===== src/rtl/uart_cmd_parser_if.sv =====
// Byte stream from uart_rx and the parsed command/err strobe toward tester control.
// master = the parser; slave = the uart_rx + consumer side.
interface uart_cmd_parser_if #(
  parameter int unsigned MAX_LEN = 8
);
  logic [7:0]             rx_buffer;
  logic                   rx_done;
  logic                   rx_trigger;
  logic                   cmd_valid;
  logic                   cmd_ready;
  logic [7:0]             cmd_op;
  logic [3:0]             cmd_len;
  logic [8*MAX_LEN-1:0]   cmd_payload;
  logic                   frame_err;
  logic [1:0]             err_code;

  modport master (
    input  rx_buffer, rx_done, cmd_ready,
    output rx_trigger, cmd_valid, cmd_op, cmd_len, cmd_payload, frame_err, err_code
  );

  modport slave (
    output rx_buffer, rx_done, cmd_ready,
    input  rx_trigger, cmd_valid, cmd_op, cmd_len, cmd_payload, frame_err, err_code
  );
endinterface


===== src/rtl/uart_cmd_parser.sv =====
// Frames SYNC/OP/LEN/payload/XOR-checksum byte streams from uart_rx into one command word,
// with an error strobe for over-length, bad checksum and inter-byte timeout.
module uart_cmd_parser #(
  parameter int unsigned MAX_LEN        = 8,
  parameter logic [7:0]  SYNC_BYTE      = 8'hA5,
  parameter int unsigned TIMEOUT_CYCLES = 100_000_000 / 9600 * 20
) (
  input  logic                clk,
  input  logic                rst_n,
  uart_cmd_parser_if.master   bus
);

  localparam int unsigned CW = $clog2(TIMEOUT_CYCLES + 1);

  typedef enum logic [2:0] {
    S_IDLE    = 3'd0,
    S_OP      = 3'd1,
    S_LEN     = 3'd2,
    S_PAYLOAD = 3'd3,
    S_CSUM    = 3'd4,
    S_HOLD    = 3'd5
  } state_e;

  state_e                  state_q, state_d;
  logic                    trig_q, trig_d;
  logic                    valid_q, valid_d;
  logic                    err_q, err_d;
  logic [1:0]              err_code_q, err_code_d;
  logic [7:0]              op_q, op_d;
  logic [3:0]              len_q, len_d;
  logic [MAX_LEN-1:0][7:0] payload_q, payload_d;
  logic [3:0]              idx_q, idx_d;
  logic [7:0]              csum_q, csum_d;
  logic [CW-1:0]           cnt_q, cnt_d;
  logic                    accept_c;

  // The trigger term masks rx_done that is still high while uart_rx sees the release pulse.
  assign accept_c = bus.rx_done && !trig_q && (state_q != S_HOLD);

  always_ff @(posedge clk or negedge rst_n) begin
    if (!rst_n) begin
      state_q    <= S_IDLE;
      trig_q     <= 1'b0;
      valid_q    <= 1'b0;
      err_q      <= 1'b0;
      err_code_q <= 2'd0;
      op_q       <= 8'd0;
      len_q      <= 4'd0;
      payload_q  <= '0;
      idx_q      <= 4'd0;
      csum_q     <= 8'd0;
      cnt_q      <= '0;
    end else begin
      state_q    <= state_d;
      trig_q     <= trig_d;
      valid_q    <= valid_d;
      err_q      <= err_d;
      err_code_q <= err_code_d;
      op_q       <= op_d;
      len_q      <= len_d;
      payload_q  <= payload_d;
      idx_q      <= idx_d;
      csum_q     <= csum_d;
      cnt_q      <= cnt_d;
    end
  end

  always_comb begin
    state_d    = state_q;
    trig_d     = accept_c;
    valid_d    = valid_q;
    err_d      = 1'b0;
    err_code_d = err_code_q;
    op_d       = op_q;
    len_d      = len_q;
    payload_d  = payload_q;
    idx_d      = idx_q;
    csum_d     = csum_q;
    cnt_d      = cnt_q;

    unique case (state_q)
      S_IDLE: begin
        cnt_d = '0;
        if (accept_c && (bus.rx_buffer == SYNC_BYTE)) begin
          csum_d    = 8'd0;
          payload_d = '0;
          idx_d     = 4'd0;
          state_d   = S_OP;
        end
      end
      S_HOLD: begin
        cnt_d = '0;
        if (bus.cmd_ready) begin
          valid_d = 1'b0;
          state_d = S_IDLE;
        end
      end
      default: begin
        // A byte arriving on the timeout edge takes priority over the timeout.
        if (accept_c) begin
          cnt_d = '0;
          case (state_q)
            S_OP: begin
              op_d    = bus.rx_buffer;
              csum_d  = csum_q ^ bus.rx_buffer;
              state_d = S_LEN;
            end
            S_LEN: begin
              if (bus.rx_buffer > 8'(MAX_LEN)) begin
                err_d      = 1'b1;
                err_code_d = 2'd1;
                state_d    = S_IDLE;
              end else begin
                len_d   = bus.rx_buffer[3:0];
                csum_d  = csum_q ^ bus.rx_buffer;
                state_d = (bus.rx_buffer == 8'd0) ? S_CSUM : S_PAYLOAD;
              end
            end
            S_PAYLOAD: begin
              for (int unsigned i = 0; i < MAX_LEN; i++) begin
                if (idx_q == 4'(i)) payload_d[i] = bus.rx_buffer;
              end
              idx_d  = idx_q + 4'd1;
              csum_d = csum_q ^ bus.rx_buffer;
              if ((idx_q + 4'd1) == len_q) state_d = S_CSUM;
            end
            S_CSUM: begin
              if (bus.rx_buffer == csum_q) begin
                valid_d = 1'b1;
                state_d = S_HOLD;
              end else begin
                err_d      = 1'b1;
                err_code_d = 2'd2;
                state_d    = S_IDLE;
              end
            end
            default: state_d = S_IDLE;
          endcase
        end else if (cnt_q == CW'(TIMEOUT_CYCLES - 1)) begin
          cnt_d      = '0;
          err_d      = 1'b1;
          err_code_d = 2'd3;
          state_d    = S_IDLE;
        end else begin
          cnt_d = cnt_q + CW'(1);
        end
      end
    endcase
  end

  assign bus.rx_trigger  = trig_q;
  assign bus.cmd_valid   = valid_q;
  assign bus.frame_err   = err_q;
  assign bus.err_code    = err_code_q;
  assign bus.cmd_op      = op_q;
  assign bus.cmd_len     = len_q;
  assign bus.cmd_payload = payload_q;

endmodule

===== src/flat_wrapper.sv =====
// flat-port wrapper written by rule: the top's interface ports become plain ports
module uart_cmd_parser_flat 
#(
  parameter int unsigned MAX_LEN        = 8,
  parameter logic [7:0]  SYNC_BYTE      = 8'hA5,
  parameter int unsigned TIMEOUT_CYCLES = 100_000_000 / 9600 * 20
)
  (clk, rst_n, bus_rx_buffer, bus_rx_done, bus_cmd_ready, bus_rx_trigger, bus_cmd_valid, bus_cmd_op, bus_cmd_len, bus_cmd_payload, bus_frame_err, bus_err_code);
  uart_cmd_parser_if #(.MAX_LEN(MAX_LEN)) bus_i ();
  input  logic clk;
  input  logic rst_n;
  input wire logic [$bits(bus_i.rx_buffer)-1:0] bus_rx_buffer;
  input wire logic [$bits(bus_i.rx_done)-1:0] bus_rx_done;
  input wire logic [$bits(bus_i.cmd_ready)-1:0] bus_cmd_ready;
  output wire logic [$bits(bus_i.rx_trigger)-1:0] bus_rx_trigger;
  output wire logic [$bits(bus_i.cmd_valid)-1:0] bus_cmd_valid;
  output wire logic [$bits(bus_i.cmd_op)-1:0] bus_cmd_op;
  output wire logic [$bits(bus_i.cmd_len)-1:0] bus_cmd_len;
  output wire logic [$bits(bus_i.cmd_payload)-1:0] bus_cmd_payload;
  output wire logic [$bits(bus_i.frame_err)-1:0] bus_frame_err;
  output wire logic [$bits(bus_i.err_code)-1:0] bus_err_code;
  assign bus_i.rx_buffer = bus_rx_buffer;
  assign bus_i.rx_done = bus_rx_done;
  assign bus_i.cmd_ready = bus_cmd_ready;
  assign bus_rx_trigger = bus_i.rx_trigger;
  assign bus_cmd_valid = bus_i.cmd_valid;
  assign bus_cmd_op = bus_i.cmd_op;
  assign bus_cmd_len = bus_i.cmd_len;
  assign bus_cmd_payload = bus_i.cmd_payload;
  assign bus_frame_err = bus_i.frame_err;
  assign bus_err_code = bus_i.err_code;
  uart_cmd_parser #(.MAX_LEN(MAX_LEN), .SYNC_BYTE(SYNC_BYTE), .TIMEOUT_CYCLES(TIMEOUT_CYCLES)) u_core (.clk(clk), .rst_n(rst_n), .bus(bus_i));
endmodule

===== config.mk =====
export PLATFORM = sky130hd
export DESIGN_NAME = uart_cmd_parser_flat
export DESIGN_NICKNAME = d
export VERILOG_FILES = /design/src/rtl/uart_cmd_parser_if.sv /design/src/rtl/uart_cmd_parser.sv /design/src/flat_wrapper.sv
export SDC_FILE = /design/constraint.sdc
export NUM_CORES = 1
export LEC_CHECK = 0
export ABC_CLOCK_PERIOD_IN_PS = 3200
export CELL_PAD_IN_SITES_DETAIL_PLACEMENT = 1
export CELL_PAD_IN_SITES_GLOBAL_PLACEMENT = 1
export CORE_MARGIN = 4
export CORE_UTILIZATION = 38
export DETAILED_ROUTE_END_ITERATION = 8
export MAX_ROUTING_LAYER = met4
export PLACE_DENSITY_LB_ADDON = 0.2
export SETUP_SLACK_MARGIN = 0.02
export SYNTH_ARGS = -nofsm -noshare
export SYNTH_HDL_FRONTEND = slang
export SYNTH_SLANG_ARGS = --single-unit

===== constraint.sdc =====
create_clock -name clk -period 3.2 [get_ports clk]
set_input_delay 0.64 -clock clk [delete_from_list [all_inputs] [get_ports clk]]
set_output_delay 0.64 -clock clk [all_outputs]
set_load 0.01 [all_outputs]

==> flow_summary.yaml, run 1 <==
outcome:
  status: "finished, final reports clean"
placed_design:
  placed_area_sq_um: 6500
  hpwl_microns: 9910
  io_buffer_count: 92
  place.gp.congestion: 0.856
die:
  ioPinCount: 93
  die_h_microns: 126
  start_util_pct: 39.4
  fp.dieW_microns: 126
  core-area_sq_um: 13400
  num_rows: 42
  die_area_sq_um: 15800
worst_setup_path:
  cp.required_ns: 3.49
  worstSetupPathType: "in -> reg"
  reg2reg_slack_ns: 0.68
  start_kind: "input pin"
  r2r_start: "u_core.state_q[1]"
  timing.rr.end: "u_core.bus.cmd_payload[61]"
  arrival_ns: 2.93
  crit_fanout: 8
  endpoint_kind: "flip-flop"
  reg2regPathDepth: 4
final_layout:
  areaGrowthSynthToFinish_pct: 35.4
  n_fill_cell: 1380
  post-route-util_pct: 53.4
  final_layout_size_suffix_gt1_share_pct: 22.0
  finalNetCount: 558
  num_antenna_cells: 0
  final_area_sq_um: 7150
sta:
  hold_viol: 0
  setup_viol: 0
  whs_ns: 0.239
  rsz0062_at_grt: "no"
  fin_crit_ns: 2.64
  fmax_mhz: 379
  fin_crit_sh_pct: 82.5
  skew_ns: 0.0121
  slew-limit-headroom_pct: 25.9
  maxSlewViolCount: 0
  worst_slew_pin_slew_ns: 1.10
  finalSetupTns_ns: 0
synth:
  synthTopCellsByArea: "dfrtp_1, mux2_2, mux2_1, mux2_4, xnor2_1"
  ys_types: 49
  yosys.area.top_type: "dfrtp_1"
  synth_top_area_share_pct: 54.0
  synth.net_count: 444
  synth_edf_count: 0
  yosysMostFrequentCell: "dfrtp_1"
  synth_seq_cells: 114
  ys_seq_area_share_pct: 54.0
  synth_cells: 427
  synth_commonest_cells: "dfrtp_1, mux2_2, nor2_1, mux2_1, o21ai_1"
  ys.flop_type: "dfrtp_1"
  syn_avg_cell_area_sq_um: 12.4
  syn-cell-area_sq_um: 5280
  async_flop_share_pct: 100
  yosysWarningCount: 0
job:
  max_cap_violations: 0
route:
  drt_first_pass_iters: 4
  vias: 3768
  routed_wirelength_microns: 13900
  drtIter0Drc: 150
  drt-vias-per-instance: 5.16
  wl_per_cell_microns: 19.0
  drc: 0
  ant_nets: 0
cts:
  cts_resized: 0
  clk_latency_ns: 0.42
  postCtsSetupBuffers: 0
  numCtsBuffers: 17
  holdBufCountCts: 0
  clock-root-buffer: "clkbuf_16"
  path_clk_slew_ns: 0.05
  cts_buffer_depth: 2
  clock_sinks: 114
  cts.htree.levels: 4
  cts_tree: "yes"
grt:
  antenna_found_initial: 0
  grt.overflow.total: 0
  first_global_vias: 4115
  grt_max_degree: 48
  grt_use_total_pct: 19.0
  grt_pass1_wl_microns: 22800
power_and_ir_drop:
  p_leak_uw: 0.00320
  ir_drop_mv: 0.392
  power_density_nw_per_um2: 905
hold_path:
  hold_class: "in -> async"
flip-flops by register name (all words and copies together) (netlist names), 2 cells and up:
register,cells
u_core.bus.cmd_payload,64
u_core.csum_q,8
u_core.state_q,3
u_core.idx_q,4
u_core.bus.cmd_len,4
u_core.bus.err_code,2
u_core.bus.cmd_op,8
u_core.cnt_q,18
report_power, final:
group / internal [uW] / switching [uW]
Sequential: 1850 / 310
Clock: 1370 / 675
Combinational: 1180 / 1090
cells in the final DEF, fill, tap and decap left out, types with 3 or more instances in the layout:
cell type and count:
nand2_1 10, nor4_1 4, mux2_4 16, dfrtp_1 114
o21ai_1 19, mux2_2 39, ha_1 5, nand4_1 8
a21oi_1 11, and3_1 6, mux2_1 22, clkdlybuf4s50_1 91
a21o_1 3, clkbuf_8 3, nor2_1 24, clkbuf_16 17
xnor2_1 16, bufinv_16 4, inv_1 10, or2_1 4
o21ai_0 12, buf_4 25, nor2_4 4, nor3_1 3
nand3_1 9, nand2b_1 9, clkinvlp_4 3, and4_1 4
xor2_1 13, nor2b_1 12
cell type report:
type	instances	area (sq um)	share of cell area, %
inverter	10	37.5	0.525
tap	176	220	3.08
multi-input combinational	281	2280	31.8
clock inverter	12	179	2.50
timing repair buffer	117	1120	15.6
sequential	114	2850	39.9
clock buffer	20	467	6.53
worst max-delay path: stages:
cell	delay, ns
clkdlybuf4s50_1	0.44
or4_4	0.59
nor4_4	0.24
o21ai_2	0.15
buf_4	0.23
nor2_4	0.25
mux2_2	0.38
logic make-up after synthesis:
logic type,Yosys count,synth area share [%]
DFF,114,54.0
and+or+nand+nor,109,12.4
muxes,77,17.6
AOI/OAI and AO/OA,60,6.75
buffers and inverters,32,2.87
xor gates and xnor gates,30,5.24
adders and majority gates,5,1.18
worst max-delay path by stage:
| stage | start | endpoint | slack [ns] | depth (start not counted) |
|---|---|---|---|---|
| after global placement | bus_rx_buffer[1] | u_core.bus.cmd_payload[27] | 0.21 | 7 |
| final | bus_rx_buffer[1] | u_core.bus.cmd_payload[20] | 0.56 | 7 |
| after global routing | u_core.state_q[1] | u_core.bus.cmd_payload[38] | 0.47 | 4 |
| after CTS | bus_rx_buffer[1] | u_core.bus.cmd_payload[20] | 0.57 | 7 |
| after floorplan | bus_rx_buffer[3] | u_core.bus.cmd_payload[32] | 0.63 | 8 |
| after detailed placement | bus_rx_buffer[1] | u_core.bus.cmd_payload[20] | 0.14 | 7 |
through the flow:
stage          total power [uW]  cells  setup WS, ns
2_1_floorplan              3290    427         0.627
5_1_grt                    6850    730         0.468
4_1_cts                    6560    730         0.569
6_report                   6470    730         0.561
3_5_place_dp               4490    698         0.136
3_3_place_gp               4410    698         0.209
layer usage:
layer / vias up / GRT usage [%] / share of wire [%]
li1: 1747 / - / -
met1: 1923 / 22.1 / 42
met2: 81 / 32.0 / 53
met3: 17 / 4.61 / 4.1
met4: 0 / 7.19 / 1.6
met5: - / - / 0
Power figures use the tool's default switching activity.
==> run 2: changes to the inputs <==
--- a/config.mk
+++ b/config.mk
@@ -5,7 +5,7 @@
 export SDC_FILE = /design/constraint.sdc
 export NUM_CORES = 1
 export LEC_CHECK = 0
-export ABC_CLOCK_PERIOD_IN_PS = 3200
+export ABC_CLOCK_PERIOD_IN_PS = 2700
 export CELL_PAD_IN_SITES_DETAIL_PLACEMENT = 1
 export CELL_PAD_IN_SITES_GLOBAL_PLACEMENT = 1
 export CORE_MARGIN = 4
==> constraint.sdc (replaced) <==
create_clock -name clk -period 2.7 [get_ports clk]
set_input_delay 0.54 -clock clk [delete_from_list [all_inputs] [get_ports clk]]
set_output_delay 0.54 -clock clk [all_outputs]
set_load 0.01 [all_outputs]
==> run 2 against run 1 <==
  * Combinational power rose by 15%
  * Largest cell class unchanged
  * Worst hold slack worse by 0.15 ns
  * Highest routed layer unchanged
  * Utilization down 0.36 points
  * Total power up 16%
  * Routed wire length increased by 2.5%
  * Largest power group unchanged
  * Register-to-register slack got worse by 0.22 ns
==> flow_summary.yaml, run 2 (synthesis results as in run 1) <==
final_layout:
  n_fill_cell: 1383
  multi_input_area_sq_um: 2280
  finalNetCount: 554
  final_cell_mix: "dfrtp_1, clkdlybuf4s50_1, mux2_2"
  num_antenna_cells: 0
  register_area_sq_um: 2850
  final_layout_size_suffix_gt1_share_pct: 21.3
  layout_commonest_cell: "dfrtp_1"
  areaGrowthSynthToFinish_pct: 34.5
  largest_reg_flops: 64
  fin_cells: 726
die:
  die_area_sq_um: 15800
  ioPinCount: 93
  num_rows: 42
  fp.dieW_microns: 126
  die_h_microns: 126
  start_util_pct: 39.4
  core-area_sq_um: 13400
sta:
  whs_ns: 0.0894
  slew-limit-headroom_pct: 29.3
  setup_viol: 0
  worst_slew_pin_slew_ns: 1.06
  fmax_mhz: 398
  fin_crit_ns: 2.51
  setup_ws_ns: 0.185
  hold_viol: 0
  skew_ns: 0.00762
  rsz0062_at_grt: "no"
  fin_crit_sh_pct: 93.1
  maxSlewViolCount: 0
cts:
  clock_sinks: 114
  clock-root-buffer: "clkbuf_16"
  numCtsBuffers: 17
  postCtsSetupBuffers: 0
  path_clk_slew_ns: 0.05
  clk_latency_ns: 0.42
  cts_resized: 0
  cts_buffer_depth: 2
  cts_tree: "yes"
  cts.htree.levels: 4
  holdBufCountCts: 0
grt:
  grt_use_met2_pct: 32.4
  antenna_found_initial: 0
  grt_util_met3_pct: 6.35
  grt_use_total_pct: 19.2
  grt.overflow.total: 0
  first_global_vias: 4119
  grtUsageMet1_pct: 22.2
  grt_max_degree: 53
  grt_pass1_wl_microns: 22900
  grt_busiest_layer: "met2"
route:
  drt-vias-per-instance: 5.17
  vias: 3754
  drtIter0Drc: 166
  wl_per_cell_microns: 19.6
  drc: 0
  drt_first_pass_iters: 4
  ant_nets: 0
  routed_wirelength_microns: 14200
placed_design:
  io_buffer_count: 92
  dpl_worst_slack_ns: -0.222
  hpwl_microns: 9890
  place.gp.congestion: 0.821
  placedCellCount: 694
worst_setup_path:
  arrival_ns: 2.81
  endpoint_kind: "flip-flop"
  worstSetupPathType: "in -> reg"
  timing.rr.end: "u_core.bus.cmd_payload[26]"
  reg2reg_slack_ns: 0.46
  crit_fanout: 8
  cp.required_ns: 3.00
  start_kind: "input pin"
  reg2regPathDepth: 4
  r2r_start: "u_core.state_q[0]"
job:
  max_cap_violations: 0
power_and_ir_drop:
  intPower_uw: 5040
  fin_total_pwr_uw: 7540
  seqPwrFrac_pct: 34.4
  clock_power_share_pct: 30.8
  switchingPower_uw: 2500
  ir_drop_mv: 0.490
  power_density_nw_per_um2: 1060
  p_leak_uw: 0.00316
  pwr-share-comb_pct: 34.8
  swShare_pct: 33.2
outcome:
  status: "finished, final reports clean"
hold_path:
  hold_class: "in -> async"
## run 2: cell types whose count changed in the layout (fill, tap and decap cells not counted)
cell,before,now
inv_6,1,0
clkbuf_8,3,2
clkbuf_1,0,1
bufinv_16,4,3
clkinvlp_4,3,6
buf_4,25,20
buf_12,1,2
clkinv_2,2,1
## run 2: how the worst max path moves through the flow
stage,start,end,slack (ns),cells after the start
after floorplan,bus_rx_buffer[3],u_core.bus.cmd_payload[32],0.23,8
after global placement,bus_rx_buffer[1],u_core.bus.cmd_payload[58],-0.20,6
after detailed placement,bus_rx_buffer[1],u_core.bus.cmd_payload[63],-0.22,6
after CTS,bus_rx_buffer[1],u_core.bus.cmd_payload[61],0.19,6
after global routing,bus_rx_buffer[1],u_core.bus.cmd_payload[61],0.1,6
final,bus_rx_buffer[1],u_core.bus.cmd_payload[61],0.19,6
## run 2: final cells by class
| cell class | count | share of cell area (%) |
|---|---|---|
| clock buffers | 20 | 6.43 |
| inverters | 10 | 0.529 |
| flip-flops and latches | 114 | 40.2 |
| multi-input cells | 281 | 32.0 |
| well taps | 176 | 3.10 |
| repair buffers | 113 | 15.5 |
| clock inverters | 12 | 2.22 |
## run 2: worst max-delay path, stage by stage
cell and delay [ns]:
clkdlybuf4s50_1 0.45, or4_4 0.57, nor4_4 0.23, o21ai_2 0.16
or2_1 0.47, mux2_4 0.38
## run 2: routing by layer
| metal | wire (microns) | share of wire (%) |
|---|---|---|
| met1 | 6070 | 43 |
| met2 | 7400 | 52 |
| met3 | 611 | 4.3 |
| met4 | 141 | 0.99 |
| met5 | 0 | 0 |
## run 2: power groups by stage
stage / registers, uW / clock network (uW) / logic (uW)
after floorplan: 2660 / 0 / 1240
after global placement: 2590 / 0 / 2570
after detailed placement: 2620 / 0 / 2630
after CTS: 2600 / 2370 / 2670
after global routing: 2670 / 2460 / 2820
final: 2590 / 2320 / 2620
## run 2: through the flow
step	util, %	cell area [sq um]	setup TNS [ns]
5_1_grt	53.0	7100	0
2_1_floorplan	-	5280	0
3_3_place_gp	48.4	6490	-11.34
6_report	53.0	7100	0
4_1_cts	53.0	7100	0
3_5_place_dp	48.4	6490	-13.12
